## src/rtl/byte_packer.sv

```systemverilog
// ---------------------------------------------------------------------------
// byte_packer
//
// Packs a stream of bytes into 4-lane words. Incoming bytes land in a small
// byte FIFO (the source has no backpressure), then a packer pops them one per
// cycle into lanes 0..3 of an output word. A full word, or a partial word
// closed by a flush request, is presented with valid_o and held stable until
// the consumer accepts it with ready_i.
//
// Parameters
//   SYS_DWIDTH  input byte width (default 8)
//   MST_DWIDTH  output word width, always 4*SYS_DWIDTH
//   FIFO_DEPTH  byte FIFO entries, power of 2, >= 4 (default 16)
//
// Ports
//   clk_sys     system clock, all logic on its rising edge
//   rst_n       synchronous active-low reset
//   data_i      incoming byte
//   valid_i     data_i valid this cycle (no backpressure)
//   flush_i     one-cycle pulse requesting emission of a partial word
//   data_o      packed word, first received byte in lane 0
//   byte_en_o   bit k set when lane k of data_o holds a valid byte
//   valid_o     data_o/byte_en_o valid
//   ready_i     consumer accepts the word when valid_o && ready_i
//   fifo_level  registered FIFO occupancy (only with BYTE_PACKER_LEVEL_EN)
//   overflow    sticky: a byte was dropped because the FIFO was full
//
// Optional feature: define BYTE_PACKER_LEVEL_EN to add the fifo_level port.
// ---------------------------------------------------------------------------
module byte_packer #(
  parameter int SYS_DWIDTH = 8,
  parameter int MST_DWIDTH = 4 * SYS_DWIDTH,
  parameter int FIFO_DEPTH = 16
) (
  input  logic                          clk_sys,
  input  logic                          rst_n,
  input  logic [SYS_DWIDTH-1:0]         data_i,
  input  logic                          valid_i,
  input  logic                          flush_i,
  output logic [MST_DWIDTH-1:0]         data_o,
  output logic [3:0]                    byte_en_o,
  output logic                          valid_o,
  input  logic                          ready_i,
`ifdef BYTE_PACKER_LEVEL_EN
  output logic [$clog2(FIFO_DEPTH):0]   fifo_level,
`endif
  output logic                          overflow
);

  localparam int PTR_W = $clog2(FIFO_DEPTH);
  localparam int LVL_W = PTR_W + 1;

  typedef enum logic [1:0] {
    IDLE = 2'd0,
    FILL = 2'd1,
    HOLD = 2'd2
  } state_t;

  state_t                 state_q;
  state_t                 state_d;

  logic [SYS_DWIDTH-1:0]  fifo_mem [FIFO_DEPTH];
  logic [PTR_W-1:0]       wr_ptr;
  logic [PTR_W-1:0]       rd_ptr;
  logic [LVL_W-1:0]       level;
  logic [SYS_DWIDTH-1:0]  rd_data;

  logic [MST_DWIDTH-1:0]  word_q;
  logic [3:0]             byte_en_q;
  logic [1:0]             lane_cnt;
  logic                   flush_pending;
  logic                   overflow_q;

  logic                   fifo_empty;
  logic                   fifo_full;
  logic                   push;
  logic                   pop;
  logic                   accept;
  logic                   flush_close;
  logic                   flush_idle;

  // FIFO status. A byte arriving at a full FIFO is dropped even if a pop
  // frees a slot in the same cycle, which keeps push independent of pop.
  assign fifo_empty = (level == '0);
  assign fifo_full  = (level == LVL_W'(FIFO_DEPTH));
  assign push       = valid_i && !fifo_full;
  assign rd_data    = fifo_mem[rd_ptr];
  assign accept     = valid_o && ready_i;

  // FSM state register.
  always_ff @(posedge clk_sys) begin
    if (!rst_n) begin
      state_q <= IDLE;
    end else begin
      state_q <= state_d;
    end
  end

  // FSM next-state logic. IDLE always has lane_cnt 0, so its first pop can
  // never complete a word. A flush closes a partial word only once the FIFO
  // has drained, so buffered bytes go out ahead of the partial word.
  always_comb begin
    state_d = state_q;
    case (state_q)
      IDLE: begin
        if (pop) begin
          state_d = FILL;
        end
      end
      FILL: begin
        if (pop && (lane_cnt == 2'd3)) begin
          state_d = HOLD;
        end else if (flush_close) begin
          state_d = HOLD;
        end
      end
      HOLD: begin
        if (ready_i) begin
          state_d = IDLE;
        end
      end
      default: state_d = IDLE;
    endcase
  end

  // FSM outputs. Pops stop while a word is held so the presented word cannot
  // change underneath the consumer.
  always_comb begin
    valid_o     = 1'b0;
    pop         = 1'b0;
    flush_close = 1'b0;
    flush_idle  = 1'b0;
    case (state_q)
      IDLE: begin
        pop        = !fifo_empty;
        flush_idle = flush_pending && fifo_empty;
      end
      FILL: begin
        pop         = !fifo_empty;
        flush_close = flush_pending && fifo_empty;
      end
      HOLD: begin
        valid_o = 1'b1;
      end
      default: begin
        valid_o = 1'b0;
      end
    endcase
  end

  // FIFO pointers and level. Pointers are exactly PTR_W bits wide, so they
  // wrap modulo FIFO_DEPTH on their own.
  always_ff @(posedge clk_sys) begin
    if (!rst_n) begin
      wr_ptr <= '0;
      rd_ptr <= '0;
      level  <= '0;
    end else begin
      if (push) begin
        wr_ptr <= wr_ptr + PTR_W'(1);
      end
      if (pop) begin
        rd_ptr <= rd_ptr + PTR_W'(1);
      end
      if (push && !pop) begin
        level <= level + LVL_W'(1);
      end else if (!push && pop) begin
        level <= level - LVL_W'(1);
      end
    end
  end

  // FIFO storage needs no reset; the pointers alone decide what is valid.
  always_ff @(posedge clk_sys) begin
    if (push) begin
      fifo_mem[wr_ptr] <= data_i;
    end
  end

  // Lane assembly. The word register is cleared on acceptance so lanes a
  // later flush leaves unfilled read as zero. A flushed word resets
  // lane_cnt so the next word starts in lane 0 again.
  always_ff @(posedge clk_sys) begin
    if (!rst_n) begin
      word_q    <= '0;
      byte_en_q <= '0;
      lane_cnt  <= '0;
    end else if (accept) begin
      word_q    <= '0;
      byte_en_q <= '0;
      lane_cnt  <= '0;
    end else if (pop) begin
      for (int k = 0; k < 4; k++) begin
        if (lane_cnt == 2'(k)) begin
          word_q[k*SYS_DWIDTH +: SYS_DWIDTH] <= rd_data;
          byte_en_q[k]                       <= 1'b1;
        end
      end
      lane_cnt <= lane_cnt + 2'd1;
    end else if (flush_close) begin
      lane_cnt <= '0;
    end
  end

  // Flush request latch. A pulse arriving while a request is already pending
  // has nothing extra to do, and the clear takes priority over a new pulse.
  always_ff @(posedge clk_sys) begin
    if (!rst_n) begin
      flush_pending <= 1'b0;
    end else if (flush_close || flush_idle) begin
      flush_pending <= 1'b0;
    end else if (flush_i) begin
      flush_pending <= 1'b1;
    end
  end

  // Sticky overflow flag; only reset clears it.
  always_ff @(posedge clk_sys) begin
    if (!rst_n) begin
      overflow_q <= 1'b0;
    end else if (valid_i && fifo_full) begin
      overflow_q <= 1'b1;
    end
  end

  assign data_o    = word_q;
  assign byte_en_o = byte_en_q;
  assign overflow  = overflow_q;

`ifdef BYTE_PACKER_LEVEL_EN
  assign fifo_level = level;
`endif

endmodule

```

## config.mk

```make
export PLATFORM = sky130hd
export DESIGN_NAME = byte_packer
export DESIGN_NICKNAME = d
export VERILOG_FILES = /design/src/rtl/byte_packer.sv
export SDC_FILE = /design/constraint.sdc
export NUM_CORES = 1
export LEC_CHECK = 0
export CAP_MARGIN = 20
export CORE_MARGIN = 3
export CORE_UTILIZATION = 45
export DETAILED_ROUTE_END_ITERATION = 10
export SLEW_MARGIN = 15
export SYNTH_ARGS = -nofsm -noshare
export SYNTH_HDL_FRONTEND = slang
export SYNTH_SLANG_ARGS = --single-unit
export TNS_END_PERCENT = 5
```

## constraint.sdc

```tcl
create_clock -name clk_sys -period 3 [get_ports clk_sys]
set_input_delay 0.6 -clock clk_sys [delete_from_list [all_inputs] [get_ports clk_sys]]
set_output_delay 0.6 -clock clk_sys [all_outputs]
set_load 0.05 [all_outputs]
```

==> reports/qor.yml <==
status:
  status: "finished, final reports clean"
synth:
  synth_xor_area_share_pct: 1.07
  postSynthRegisterBits: 187
  synth_top_family_by_area: "multiplexers"
  avgSynthCellArea_um2: 14.8
  synth_mux_area_share_pct: 13.8
  synthSimpleGateAreaFrac_pct: 8.50
  ys_async_sr_fraction_pct: 0
  ys_warn_count: 0
  synth_cell_types: 31
  synth_edf_count: 128
  syn_area_mm2: 0.00737
  synth.yosys.seq_area_share_pct: 68.2
  yosysTopAreaCellShare_pct: 52.1
  syn_nets: 525
  yosys.area.top_type: "edfxtp_1"
  synth_compound_area_share_pct: 3.65
  synthAdderAreaFrac_pct: 2.48
  ys.flop_type: "edfxtp_1"
  synth_cells: 498
  netlist_top_cells_area: "edfxtp_1, dfxtp_1, mux4_2"
placement:
  port_buffers: 50
  place_hpwl_mm: 9.59
  dp.cells: 764
  place_congestion: 0.778
clocking:
  cts.clk_slew.worst_paths_ns: 0.07
  numCtsBuffers: 17
  cts_sinks: 187
  hold_buffers: 0
  clkLatencyLatePin_ns: 0.43
  cts_tree: "built"
  postCtsSetupBuffers: 0
  cts_buffer_depth: 2
  htreeDepth: 4
  cts_root_buffer: "clkbuf_16"
  cts_resized: 0
floorplanning:
  dieArea_mm2: 0.0180
  row_count: 46
  pin_count: 51
  die_y_um: 134
  core_area_mm2: 0.0159
  dieWidth_um: 134
  start_util_pct: 46.2
sta:
  maxSlewViolCount: 0
  tns_ns: 0
  setup_viol: 0
  worstMarginPinSlew_ns: 0.730
  period_needed_ns: 2.49
  clock.fmax_ghz: 0.402
  fin_crit_sh_pct: 82.9
  timing.slew.headroom_pct: 49.9
  fin_skew_ns: 0.0110
  hold_viol: 0
  rsz0062_at_grt: "no"
pwr:
  max-vdd-ir-drop_v: 0.000500
  pwr-share-clk_pct: 29.5
  swShare_pct: 33.1
  comb_power_share_pct: 28.1
  power.density_mw_per_mm2: 855
  p_sw_mw: 2.49
  p_seq_share_pct: 42.5
  leakage_nw: 2.94
  power_mw: 7.52
  internal_power_mw: 5.04
drt:
  via_per_inst: 5.14
  antenna_left: 0
  drt_wl_total_mm: 14.5
  drcViolationCount: 0
  wl_met2_mm: 7.23
  wl_met3_um: 721
  firstDrtPassIters: 4
  topRoutingLayerUsed: "met4"
  drt_iter0_markers: 250
  dr_total_vias: 4094
  met1_length_mm: 6.31
  routedWlPerCell_um: 18.2
setup_path:
  start_kind: "flip-flop"
  rr_worst_depth: 10
  critPathArrivalTime_ns: 1.89
  crit_chain: "nor2b_1, clkdlybuf4s50_1"
  cp_slowest_cell: "clkdlybuf4s50_1"
  crit_fanout: 6
  r2r_setup_slack_ns: 0.52
  timing.rr.start: "level[1]"
  r2r_end: "level[4]"
  endpoint_kind: "output port"
  path_class: "reg2out"
  cp.required_ns: 2.40
  cpPeakStageDelay_ns: 0.83
grt:
  grt_pass1_vias: 4122
  grt_usage_pct: 17.0
  overflow: 0
  grt_max_degree: 39
  antenna_found_initial: 0
  grt_pass1_wl_mm: 22.7
final_layout:
  drive_gt1_share_pct: 14.8
  fin_util_pct: 55.2
  syn_to_final_growth_pct: 19.3
  final_common_cell: "edfxtp_1"
  antenna_cells: 0
  final_nets: 594
  fillCellCount: 1295
  finalNonFillerCells: 796
  regArea_mm2: 0.00503
  multi_input_area_mm2: 0.00218
  layout_common_cells: "edfxtp_1, nand2_1, dfxtp_1, clkdlybuf4s50_1, a21oi_1"
min_path:
  worstHoldEndpoint: "data_o[20]"
  worstHoldStart: "data_o[20]"
  hold_path.class: "reg2reg"
  hold_depth: 2
run:
  cap_violations: 0
synthesized netlist by cell type (5+ instances only):
| library cell | instances |
|---|---|
| buf_2 | 7 |
| nand2_1 | 83 |
| mux4_2 | 27 |
| edfxtp_1 | 128 |
| inv_1 | 10 |
| a21oi_1 | 41 |
| clkbuf_1 | 12 |
| nor2_1 | 27 |
| ha_1 | 13 |
| xnor2_1 | 6 |
| mux2i_1 | 28 |
| nor2b_1 | 5 |
| and2_1 | 15 |
| dfxtp_1 | 59 |
| mux4_1 | 5 |
per-stage QoR:
step                      setup slack, ns  cell area, µm²  hold WS [ns]
after floorplan                     0.536            7370         0.443
after global placement              0.243            8200         0.444
after detailed placement            0.142            8200         0.448
after CTS                           0.469            8790         0.458
after global routing                0.325            8790         0.470
final                               0.514            8790         0.455
power groups by stage:
stage / Combinational [mW] / Clock, mW / Sequential [mW]
after floorplan: 1.14 / 0 / 3.58
after global placement: 2.08 / 0 / 3.24
after detailed placement: 2.12 / 0 / 3.25
after CTS: 2.13 / 2.27 / 3.20
after global routing: 2.30 / 2.37 / 3.23
final: 2.11 / 2.22 / 3.20
per-layer routing:
layer	track usage [%]	vias to the layer above
li1	-	1957
met1	21.9	2027
met2	28.0	93
met3	4.58	17
met4	6.11	0
met5	0	-
worst max-delay path by stage:
stage,start,to,cells past startpoint
after floorplan,level[1],level[4],11
after global placement,valid_i,level[4],10
after detailed placement,valid_i,level[4],10
after CTS,state_q[1],valid_o,2
after global routing,level[1],level[4],10
final,state_q[1],valid_o,2
registers in the layout (all words and copies together) (netlist names), named ones only:
signal / flops
byte_en_o: 4
level: 5
overflow: 1
data_o: 32
fifo_mem: 128
state_q: 2
wr_ptr: 4
rd_ptr: 4
lane_cnt: 2
flush_pending: 1
critical path, delay by kind of cell, from the launching register on:
family,cells,cell delay (ns)
buffers and inverters,1,0.83
flip-flops,1,0.40
AND/OR/NAND/NOR,1,0.23
kinds of logic after synthesis:
logic type,after synthesis
simple gates,144
flops,187
xor+xnor,9
compound gates,50
fa+ha+maj,14
buf+inv,34
mux,60
cell type report:
class | count | area share (%)
timing repair buffer | 74 | 7.88
clock buffer | 17 | 4.84
clock inverter | 15 | 1.88
multi-input combinational | 277 | 24.8
sequential | 187 | 57.1
tap | 216 | 3.07
inverter | 10 | 0.427
Note: power is estimated with default switching activity, not from simulation.
